[src/rtl/multi_buffer_controller_if.sv]
// Handshake bundle between the frame-store arbiter and its camera writer / display reader.
// The client side drives requests and finalize pulses; the arbiter drives grants and status.
interface multi_buffer_controller_if #(
  parameter int ID_WIDTH = 2
);
  logic                write_rq_rdy;
  logic                finalize_wr;
  logic                read_rq_rdy;
  logic                finalize_rd;
  logic                wr_id_valid;
  logic [ID_WIDTH-1:0] wr_id;
  logic                rd_id_valid;
  logic [ID_WIDTH-1:0] rd_id;
  logic [ID_WIDTH:0]   ready_count;
  logic                frame_dropped;
  logic                protocol_error;

  modport master (
    output write_rq_rdy, finalize_wr, read_rq_rdy, finalize_rd,
    input  wr_id_valid, wr_id, rd_id_valid, rd_id, ready_count, frame_dropped, protocol_error
  );

  modport slave (
    input  write_rq_rdy, finalize_wr, read_rq_rdy, finalize_rd,
    output wr_id_valid, wr_id, rd_id_valid, rd_id, ready_count, frame_dropped, protocol_error
  );
endinterface

[src/rtl/multi_buffer_controller.sv]
// N-buffer frame-store arbiter: one writer, one reader, per-buffer FREE/WRITING/READY/READING
// tracking and a completion-ordered ready queue; optional reclaim of the oldest frame when full.
module multi_buffer_controller #(
  parameter int NUM_BUFFERS  = 3,
  parameter int ID_WIDTH     = $clog2(NUM_BUFFERS),
  parameter bit DROP_ON_FULL = 1'b1
) (
  input  logic                     clk,
  input  logic                     reset,
  multi_buffer_controller_if.slave bus
);
  typedef logic [ID_WIDTH-1:0] id_t;
  typedef logic [ID_WIDTH:0]   cnt_t;

  localparam logic [1:0] B_FREE    = 2'd0;
  localparam logic [1:0] B_WRITING = 2'd1;
  localparam logic [1:0] B_READY   = 2'd2;
  localparam logic [1:0] B_READING = 2'd3;

  localparam logic [1:0] W_IDLE  = 2'd0;
  localparam logic [1:0] W_GRANT = 2'd1;
  localparam logic [1:0] W_HOLD  = 2'd2;

  localparam logic [1:0] R_IDLE  = 2'd0;
  localparam logic [1:0] R_GRANT = 2'd1;
  localparam logic [1:0] R_HOLD  = 2'd2;

  localparam id_t LAST_ID = id_t'(NUM_BUFFERS - 1);

  function automatic id_t next_id(input id_t id);
    return (id == LAST_ID) ? '0 : id + id_t'(1);
  endfunction

  logic [1:0] buf_state_q [NUM_BUFFERS];
  logic [1:0] buf_state_d [NUM_BUFFERS];
  id_t        q_mem_q     [NUM_BUFFERS];
  id_t        q_mem_d     [NUM_BUFFERS];
  id_t        head_q, head_d, tail_q, tail_d;
  cnt_t       count_q, count_d;
  logic [1:0] w_state_q, w_state_d, r_state_q, r_state_d;
  id_t        wr_id_q, wr_id_d, rd_id_q, rd_id_d;
  id_t        search_ptr_q, search_ptr_d;
  logic       dropped_q, dropped_d, perr_q, perr_d;

  logic free_found;
  id_t  free_id, cand;
  logic rd_pop, wr_try, wr_take_free, wr_reclaim, wr_push, rd_release;
  id_t  head_next, reclaim_id;

  // Round-robin search for a FREE buffer, starting at the write search pointer.
  always_comb begin
    // NOTE: every variable driven here gets a default first, otherwise a latch is inferred.
    free_found = 1'b0;
    free_id    = '0;
    cand       = '0;
    for (int k = 0; k < NUM_BUFFERS; k++) begin
      cand = id_t'((int'(search_ptr_q) + k) % NUM_BUFFERS);
      if (!free_found && buf_state_q[cand] == B_FREE) begin
        free_found = 1'b1;
        free_id    = cand;
      end
    end
  end

  // The reader always wins the queue head; a same-cycle reclaim takes the entry behind it.
  assign rd_pop       = (r_state_q == R_IDLE) && bus.read_rq_rdy && (count_q != '0);
  assign wr_try       = (w_state_q == W_IDLE) && bus.write_rq_rdy;
  assign wr_take_free = wr_try && free_found;
  assign wr_reclaim   = DROP_ON_FULL && wr_try && !free_found && (count_q > cnt_t'(rd_pop));
  assign wr_push      = bus.finalize_wr && (w_state_q == W_HOLD);
  assign rd_release   = bus.finalize_rd && (r_state_q == R_HOLD);
  assign head_next    = next_id(head_q);
  assign reclaim_id   = rd_pop ? q_mem_q[head_next] : q_mem_q[head_q];

  always_comb begin
    buf_state_d  = buf_state_q;
    q_mem_d      = q_mem_q;
    tail_d       = tail_q;
    w_state_d    = w_state_q;
    r_state_d    = r_state_q;
    wr_id_d      = wr_id_q;
    rd_id_d      = rd_id_q;
    search_ptr_d = search_ptr_q;
    dropped_d    = wr_reclaim;
    perr_d       = (bus.finalize_wr && (w_state_q != W_HOLD)) ||
                   (bus.finalize_rd && (r_state_q != R_HOLD));
    count_d      = count_q + cnt_t'(wr_push) - cnt_t'(rd_pop) - cnt_t'(wr_reclaim);

    case ({rd_pop, wr_reclaim})
      2'b11:        head_d = next_id(head_next);
      2'b10, 2'b01: head_d = head_next;
      default:      head_d = head_q;
    endcase

    case (w_state_q)
      W_IDLE: begin
        if (wr_take_free) begin
          wr_id_d              = free_id;
          search_ptr_d         = next_id(free_id);
          buf_state_d[free_id] = B_WRITING;
          w_state_d            = W_GRANT;
        end else if (wr_reclaim) begin
          wr_id_d                 = reclaim_id;
          buf_state_d[reclaim_id] = B_WRITING;
          w_state_d               = W_GRANT;
        end
      end
      W_GRANT: if (!bus.write_rq_rdy) w_state_d = W_HOLD;
      W_HOLD: begin
        if (wr_push) begin
          buf_state_d[wr_id_q] = B_READY;
          q_mem_d[tail_q]      = wr_id_q;
          tail_d               = next_id(tail_q);
          w_state_d            = W_IDLE;
        end
      end
      default: w_state_d = W_IDLE;
    endcase

    case (r_state_q)
      R_IDLE: begin
        if (rd_pop) begin
          rd_id_d                      = q_mem_q[head_q];
          buf_state_d[q_mem_q[head_q]] = B_READING;
          r_state_d                    = R_GRANT;
        end
      end
      R_GRANT: if (!bus.read_rq_rdy) r_state_d = R_HOLD;
      R_HOLD: begin
        if (rd_release) begin
          buf_state_d[rd_id_q] = B_FREE;
          r_state_d            = R_IDLE;
        end
      end
      default: r_state_d = R_IDLE;
    endcase
  end

  always_ff @(posedge clk) begin
    // NOTE: state registers use non-blocking assignments so every flop samples pre-edge values.
    if (reset) begin
      // NOTE: the queue storage is reset too, because entry 0 must hold buffer 0 out of reset.
      for (int i = 0; i < NUM_BUFFERS; i++) begin
        buf_state_q[i] <= (i == 0) ? B_READY : B_FREE;
        q_mem_q[i]     <= '0;
      end
      head_q       <= '0;
      tail_q       <= next_id('0);
      count_q      <= cnt_t'(1);
      w_state_q    <= W_IDLE;
      r_state_q    <= R_IDLE;
      wr_id_q      <= '0;
      rd_id_q      <= '0;
      search_ptr_q <= id_t'(1);
      dropped_q    <= 1'b0;
      perr_q       <= 1'b0;
    end else begin
      buf_state_q  <= buf_state_d;
      q_mem_q      <= q_mem_d;
      head_q       <= head_d;
      tail_q       <= tail_d;
      count_q      <= count_d;
      w_state_q    <= w_state_d;
      r_state_q    <= r_state_d;
      wr_id_q      <= wr_id_d;
      rd_id_q      <= rd_id_d;
      search_ptr_q <= search_ptr_d;
      dropped_q    <= dropped_d;
      perr_q       <= perr_d;
    end
  end

  assign bus.wr_id_valid    = (w_state_q == W_GRANT);
  assign bus.wr_id          = wr_id_q;
  assign bus.rd_id_valid    = (r_state_q == R_GRANT);
  assign bus.rd_id          = rd_id_q;
  assign bus.ready_count    = count_q;
  assign bus.frame_dropped  = dropped_q;
  assign bus.protocol_error = perr_q;

endmodule

[src/flat_wrapper.sv]
// flat-port wrapper written by rule: the top's interface ports become plain ports
module multi_buffer_controller_flat 
#(
  parameter int NUM_BUFFERS  = 3,
  parameter int ID_WIDTH     = $clog2(NUM_BUFFERS),
  parameter bit DROP_ON_FULL = 1'b1
)
  (clk, reset, bus_write_rq_rdy, bus_finalize_wr, bus_read_rq_rdy, bus_finalize_rd, bus_wr_id_valid, bus_wr_id, bus_rd_id_valid, bus_rd_id, bus_ready_count, bus_frame_dropped, bus_protocol_error);
  multi_buffer_controller_if #(.ID_WIDTH(ID_WIDTH)) bus_i ();
  input  logic clk;
  input  logic reset;
  input wire logic [$bits(bus_i.write_rq_rdy)-1:0] bus_write_rq_rdy;
  input wire logic [$bits(bus_i.finalize_wr)-1:0] bus_finalize_wr;
  input wire logic [$bits(bus_i.read_rq_rdy)-1:0] bus_read_rq_rdy;
  input wire logic [$bits(bus_i.finalize_rd)-1:0] bus_finalize_rd;
  output wire logic [$bits(bus_i.wr_id_valid)-1:0] bus_wr_id_valid;
  output wire logic [$bits(bus_i.wr_id)-1:0] bus_wr_id;
  output wire logic [$bits(bus_i.rd_id_valid)-1:0] bus_rd_id_valid;
  output wire logic [$bits(bus_i.rd_id)-1:0] bus_rd_id;
  output wire logic [$bits(bus_i.ready_count)-1:0] bus_ready_count;
  output wire logic [$bits(bus_i.frame_dropped)-1:0] bus_frame_dropped;
  output wire logic [$bits(bus_i.protocol_error)-1:0] bus_protocol_error;
  assign bus_i.write_rq_rdy = bus_write_rq_rdy;
  assign bus_i.finalize_wr = bus_finalize_wr;
  assign bus_i.read_rq_rdy = bus_read_rq_rdy;
  assign bus_i.finalize_rd = bus_finalize_rd;
  assign bus_wr_id_valid = bus_i.wr_id_valid;
  assign bus_wr_id = bus_i.wr_id;
  assign bus_rd_id_valid = bus_i.rd_id_valid;
  assign bus_rd_id = bus_i.rd_id;
  assign bus_ready_count = bus_i.ready_count;
  assign bus_frame_dropped = bus_i.frame_dropped;
  assign bus_protocol_error = bus_i.protocol_error;
  multi_buffer_controller #(.NUM_BUFFERS(NUM_BUFFERS), .ID_WIDTH(ID_WIDTH), .DROP_ON_FULL(DROP_ON_FULL)) u_core (.clk(clk), .reset(reset), .bus(bus_i));
endmodule
[config.mk]
export PLATFORM = sky130hd
export DESIGN_NAME = multi_buffer_controller_flat
export DESIGN_NICKNAME = d
export VERILOG_FILES = /design/src/rtl/multi_buffer_controller_if.sv /design/src/rtl/multi_buffer_controller.sv /design/src/flat_wrapper.sv
export SDC_FILE = /design/constraint.sdc
export NUM_CORES = 1
export LEC_CHECK = 0
export CAP_MARGIN = 20
export CORE_ASPECT_RATIO = 2
export CORE_MARGIN = 2
export CORE_UTILIZATION = 35
export DETAILED_ROUTE_END_ITERATION = 8
export RECOVER_POWER = 25
export SYNTH_ARGS = -nofsm -noshare
export SYNTH_HDL_FRONTEND = slang
export SYNTH_SLANG_ARGS = --single-unit
[constraint.sdc]
create_clock -name clk -period 3.14 [get_ports clk]
set_input_delay 0.628 -clock clk [delete_from_list [all_inputs] [get_ports clk]]
set_output_delay 0.628 -clock clk [all_outputs]
set_load 0.005 [all_outputs]
# Word level (Yosys, flattened, before mapping)

Cells that the tools add are included.

Memories kept: 0
Input port bits: 6
Register bits: 31
Bits in read-only memories: 0
Bits in latches: 0
RAM bits: 0

Shifts and indexed selects: 0
Bitwise gates (word level): 23
Magnitude comparators: 18
Multiplexer cells: 58
Div/mod/pow operators: 3
Reductions and logical operators: 37
$add $sub $neg: 9
Equal/unequal tests: 19
Multipliers: 0

Operators by type and width:

| cell                    | count |
|---|---|
| $mux W2                 | 33 |
| $mod A32 B3 Y32 const B | 2 |
| $ge A3 B3 Y1 const B    | 11 |
| $not A2 Y3              | 11 |
| $mod A3 B3 Y32 const B  | 1 |
| $mux W6                 | 5 |
| $demux W2 S2            | 6 |
| $pmux W6 S2             | 2 |
| $bmux W2 S2             | 5 |
| $logic_and A1 B1 Y1     | 18 |
| $lt A3 B1 Y1 const B    | 6 |
| $eq A2 B2 Y1 const B    | 8 |
| $pmux W2 S3             | 2 |
| $logic_not A2 Y1        | 5 |
| $and A3 B3 Y3           | 3 |
| $not A3 Y3              | 3 |
| $or A3 B3 Y3            | 3 |
| $add A2 B1 Y2 const B   | 4 |
| $ne A2 B2 Y1 const B    | 4 |
| $reduce_and A2 Y1       | 4 |
| $and A6 B6 Y6           | 1 |
| $bwmux W6               | 1 |
| $eq A2 B1 Y1 const B    | 3 |
| $ne A2 B1 Y1 const B    | 3 |
| 16 further kinds        | 23 |

# Logic depth before layout (Yosys ltp)

Word-level depth: 25
Depth in mapped cells: 13
Depth with buffers taken out: 13

# Worst setup path after synthesis

No wires, ideal clock.

Path type: in2reg
Start point: input bus_read_rq_rdy
End point: register u_core.count_q[2], in the netlist u_core.bus.ready_count[2]
Arrival: 2.709 ns
Required time: 3.012 ns
Library setup time: 0.128 ns
Stages: 11
Setup slack: 0.304 ns
Cells stage by stage: or3b_4 > a211o_2 > nand3_1 > nor3_2 > fa_1 > inv_1 > ha_1 > ha_1 > xor2_1 > xnor2_1 > nor2_1

Cells in the longest elaborated chain, start to end: 5

Ends and longest elaborated chain:

| element                          | line                           | text |
|---|---|---|
| from (decl)                      | flat_wrapper.sv:14             | `input wire logic [$bits(bus_i.read_rq_rdy)-1:0] bus_read_rq_rdy;` |
| $logic_and A1 B1 Y1 (2 in a row) | multi_buffer_controller.sv:66  | `assign rd_pop = (r_state_q == R_IDLE) && bus.read_rq_rdy && (count_q != '0);` |
| $gt A3 B1 Y1                     | multi_buffer_controller.sv:69  | `assign wr_reclaim = DROP_ON_FULL && wr_try && !free_found && (count_q > cnt_t'(rd_pop));` |
| $logic_and A1 B1 Y1              | multi_buffer_controller.sv:69  |  |
| net u_core.dropped_d             | multi_buffer_controller.sv:43  | `logic dropped_q, dropped_d, perr_q, perr_d;` |
| $sub A3 B1 Y3                    | multi_buffer_controller.sv:87  | `count_d = count_q + cnt_t'(wr_push) - cnt_t'(rd_pop) - cnt_t'(wr_reclaim);` |
| to (signal assigned)             | multi_buffer_controller.sv:149 | `count_q <= cnt_t'(1);` |
| to (signal assigned)             | multi_buffer_controller.sv:162 | `count_q <= count_d;` |
| to (decl)                        | multi_buffer_controller.sv:39  | `cnt_t count_q, count_d;` |

The timed path passes the listed nets, and every way through them passes these cells.
A chain may end at the register's enable or synchronous reset.

# Worst setup path after layout

Start point: register u_core.search_ptr_q[0]
End point: register u_core.count_q[2], in the netlist u_core.bus.ready_count[2]

Cells in the longest elaborated chain, start to end: 17

Ends and longest elaborated chain:

| element                                                  | line                           | text |
|---|---|---|
| from (decl)                                              | multi_buffer_controller.sv:42  | `id_t search_ptr_q, search_ptr_d;` |
| from (signal assigned)                                   | multi_buffer_controller.sv:154 | `search_ptr_q <= id_t'(1);` |
| from (signal assigned)                                   | multi_buffer_controller.sv:167 | `search_ptr_q <= search_ptr_d;` |
| branches (longest 12 deep; another with $mod A32 B3 Y32) | --                             |  |
| $mux W1 (*)                                              | multi_buffer_controller.sv:58  | `if (!free_found && buf_state_q[cand] == B_FREE) begin` |
| $logic_not A1 Y1 (*)                                     | multi_buffer_controller.sv:69  |  |
| $logic_and A1 B1 Y1 (*) (2 in a row)                     | multi_buffer_controller.sv:69  |  |
| net u_core.dropped_d                                     | multi_buffer_controller.sv:43  |  |
| $sub A3 B1 Y3 (*)                                        | multi_buffer_controller.sv:87  |  |

Mark *: on every way through the listed nets, which the timed path passes. The select of a mux whose other input is x is not followed.

==> summary.txt <==
Floorplan
  – Core Rows: 38
  – CORE AREA: 5330 µm²
  – Die Area: 6090 µm²
  – Initial Utilization: 35.8%
  – DIE WIDTH: 56.2 µm
  – # IOs: 17
  – Die height: 108 µm

Routing
  – ANT nets after route: 0
  – Routed vias: 1783
  – DRC viols: 0
  – WL per Instance: 14.6 µm
  – DRT Pass-1 Iters: 4
  – Vias per Instance: 5.54
  – Routed WL: around 4700 µm
  – First DRT Iteration DRCs: 73

Critical path
  – Worst-path fanout max: 7
  – FF-to-FF setup slack: 0.22 ns
  – Reg2reg end: u_core.bus.ready_count[2]
  – Delay-heaviest family, CP: adder cells
  – RR Startpoint: u_core.search_ptr_q[0]
  – CP Cell Sequence: inv_1, ha_1, nor3_1, a21oi_1, o211ai_1, nor3_4, fa_2, inv_2, ha_4, ha_4, xor2_2, xnor2_1, nor2_1
  – Critical Path RT: 3.31 ns
  – CP max stage delay: 0.55 ns
  – Critical path arrival: 3.09 ns
  – Cell mode on critical path: ha_4
  – Slowest CP cell: fa_2
  – Worst Path Buf+Inv: 2
  – CP Capture Type: flip-flop
  – FF-to-FF path depth: 13
  – CP startpoint kind: flip-flop
  – Critical path class: flip-flop to flip-flop

Synth
  – Seq/Total Area, Yosys: approximately a third
  – Top_reg_cell synth: dfxtp_1
  – Mean Syn Cell Area: 8.29 µm²
  – Gate Count Post-Synth: 230
  – Leading area contributor after synthesis: dfxtp_1
  – Post-synth EDFFs: 0
  – Library cells used by synthesis: 57
  – Top cells by area, synth: dfxtp_1, nor2_1, mux2i_1
  – Asr flop ratio synth: 0%
  – Top cell type's share of synthesized area: between 30% and 40%
  – Flops & latches, synth: 31
  – Ys Warns: 0
  – Synthesized net count: 245
  – Netlist Area Pre-Place: 1910 µm²

Global routing
  – First-pass GRT wire length: 8010 µm
  – Initial antenna violation count: 0
  – Largest net degree at the start of global routing: 17
  – Grt total ovfl: 0
  – Global Route Usage Sum: between 15 and 20%
  – Vias in the first global route: 1728

Worst hold path
  – Worst hold start: u_core.tail_q[1]
  – Hold Crit Depth: 2
  – Endpoint, Worst Hold: u_core.tail_q[1]
  – HP Class: flip-flop to flip-flop

Final layout
  – Nets@finish: 278
  – Share of layout cells above drive strength 1: between 10% and 20%
  – Area delta synth->final: 23.4%
  – Final core occ: about 44%
  – Number of diodes: 0
  – Final Non-Filler Cells: 322
  – Post-Layout Inst Area: 2350 µm²

Job
  – Max-Cap Viols: 0

Clock tree
  – Post-CTS Setup Inserts: 0
  – Clock-pin transition on the worst setup and hold timing paths: 0.06 ns
  – H-tree Lvls: 2
  – Skew-Pair Late Insertion Delay: 0.28 ns
  – CTS Root Cell: clkbuf_8
  – Clk sinks: 31
  – CTS tree: built
  – CTS Buf Count: 5
  – Clock tree buffer depth: 2

STA
  – Fmax: 343 MHz
  – Worst Skew: 0.00455 ns
  – Hold slack final: between 0.4 and 0.5 ns
  – Max-slew violation count: 0
  – Tmin final: between 2 and 3 ns
  – Worst slew pin tran: ~0.58 ns
  – RSZ-0062 raised after global routing: false
  – Final Hold Vio Count: 0
  – Final setup viols: 0
  – Relative slew slack: 61.2%
  – Fin crit share: around 93%

Pwr
  – Power Density: 720 nW/µm²
  – Cell leakage power: 0.918 nW
  – Worst vdd ir: 0.476 mV
  – Power consumption: around 1.7 mW

Placed design
  – Count of input and output buffers: 16
  – Routability cong.: 0.811
  – # placed instances: 316
  – Placed instance area: 2220 µm²
  – DP Wirelength: roughly 3600 µm

Outcome
  – Outcome: completed
[where the power goes]
part,switching [mW],internal (mW)
logic,0.427,0.403
registers,0.118,0.463
clock network,0.137,0.147
total,0.682,1.01
[metal layers]
| metal | routed length (µm) | up-vias | global-route usage [%] |
|---|---|---|---|
| li1 | - | 890 | - |
| met1 | 2040 | 840 | 19.5 |
| met2 | 2400 | 44 | 28.8 |
| met3 | 165 | 9 | 3.35 |
| met4 | 99 | 0 | 7.48 |
| met5 | 0 | - | 0 |
[final cells by class]
type	count	area, µm²
Fill cell	551	2970
Timing Repair Buffer	34	298
Sequential cell	31	621
Tap cell	60	75.1
Multi-Input combinational cell	175	1210
Inverter	16	72.6
Clock buffer	6	72.6
[cells by family (layout without fill, tap and decap cells)]
family | after synthesis | in the layout | synth area share, %
AOI/OAI and AO/OA | 58 | 58 | 22.2
xor gates and xnor gates | 4 | 4 | 1.84
adders and majority gates | 9 | 9 | 6.30
buffers and inverters | 24 | 56 | 6.82
DFF | 31 | 31 | 32.5
muxes | 12 | 12 | 6.30
and+or+nand+nor | 92 | 92 | 24.0
[timing repair]
action,in CTS,in global routing
setup endpoints to repair,0,1
gates resized for setup,0,12
hold buffers,0,0
[cell usage after synthesis, types with 3 or more instances]
| cell type | n |
|---|---|
| nor2_1 | 35 |
| dfxtp_1 | 31 |
| nand2_1 | 18 |
| a21oi_1 | 16 |
| inv_1 | 15 |
| mux2i_1 | 12 |
| ha_1 | 8 |
| nor3_1 | 8 |
| o21ai_0 | 7 |
| clkbuf_1 | 5 |
| o31ai_1 | 5 |
| nand3b_1 | 4 |
| nand2b_1 | 3 |
| nand3_1 | 3 |
| nor2b_1 | 3 |
| nor3b_1 | 3 |
| or3_1 | 3 |
[worst register-to-register path, cell delays in order, from the launching register on]
cell and delay, ns:
dfxtp_1 0.38, inv_1 0.08, ha_1 0.39, nor3_1 0.20, a21oi_1 0.06, o211ai_1 0.34, nor3_4 0.07, fa_2 0.55
inv_2 0.05, ha_4 0.15, ha_4 0.16, xor2_2 0.17, xnor2_1 0.15, nor2_1 0.05
[worst max-delay path by stage]
stage                      startpoint                        end  slack, ns  depth (start not counted)
4_1_cts               bus_read_rq_rdy  u_core.bus.ready_count[2]       0.02                         12
3_5_place_dp          bus_read_rq_rdy  u_core.bus.ready_count[2]      -0.30                         12
3_3_place_gp          bus_read_rq_rdy  u_core.bus.ready_count[2]      -0.19                         12
6_report       u_core.search_ptr_q[0]  u_core.bus.ready_count[2]       0.22                         13
5_1_grt        u_core.search_ptr_q[1]  u_core.bus.ready_count[2]       0.03                         13
2_1_floorplan         bus_read_rq_rdy  u_core.bus.ready_count[2]       0.30                         11
[flip-flops by register name, summed over array words and instances (netlist names)]
signal	cells
u_core.bus.wr_id	2
u_core.tail_q	2
u_core.q_mem_q	6
u_core.bus.ready_count	3
u_core.head_q	2
u_core.buf_state_q	6
u_core.search_ptr_q	2
u_core.r_state_q	2
u_core.bus.protocol_error	1
u_core.bus.rd_id	2
u_core.w_state_q	2
u_core.bus.frame_dropped	1
[placed cells by master (no fill, tap or decap), types with 4 or more instances in the layout]
cell | Yosys | layout
a21oi_1 | 16 | 16
buf_4 | 0 | 18
clkbuf_8 | 2 | 5
clkdlybuf4s50_1 | 0 | 9
dfxtp_1 | 31 | 31
dlygate4sd3_1 | 0 | 6
ha_1 | 8 | 6
inv_1 | 15 | 14
mux2i_1 | 12 | 12
nand2_1 | 18 | 18
nand3b_1 | 4 | 4
nor2_1 | 35 | 35
nor3_1 | 8 | 8
o21ai_0 | 7 | 7
o31ai_1 | 5 | 5
[stage by stage]
stage / TNS, ns / setup WS [ns]
floorplan: 0 / 0.304
global placement: -0.674 / -0.190
detailed placement: -0.999 / -0.297
CTS: 0 / 0.0165
global route: 0 / 0.0290
finish: 0 / 0.222
No activity file was read; power rests on OpenSTA's default activity.
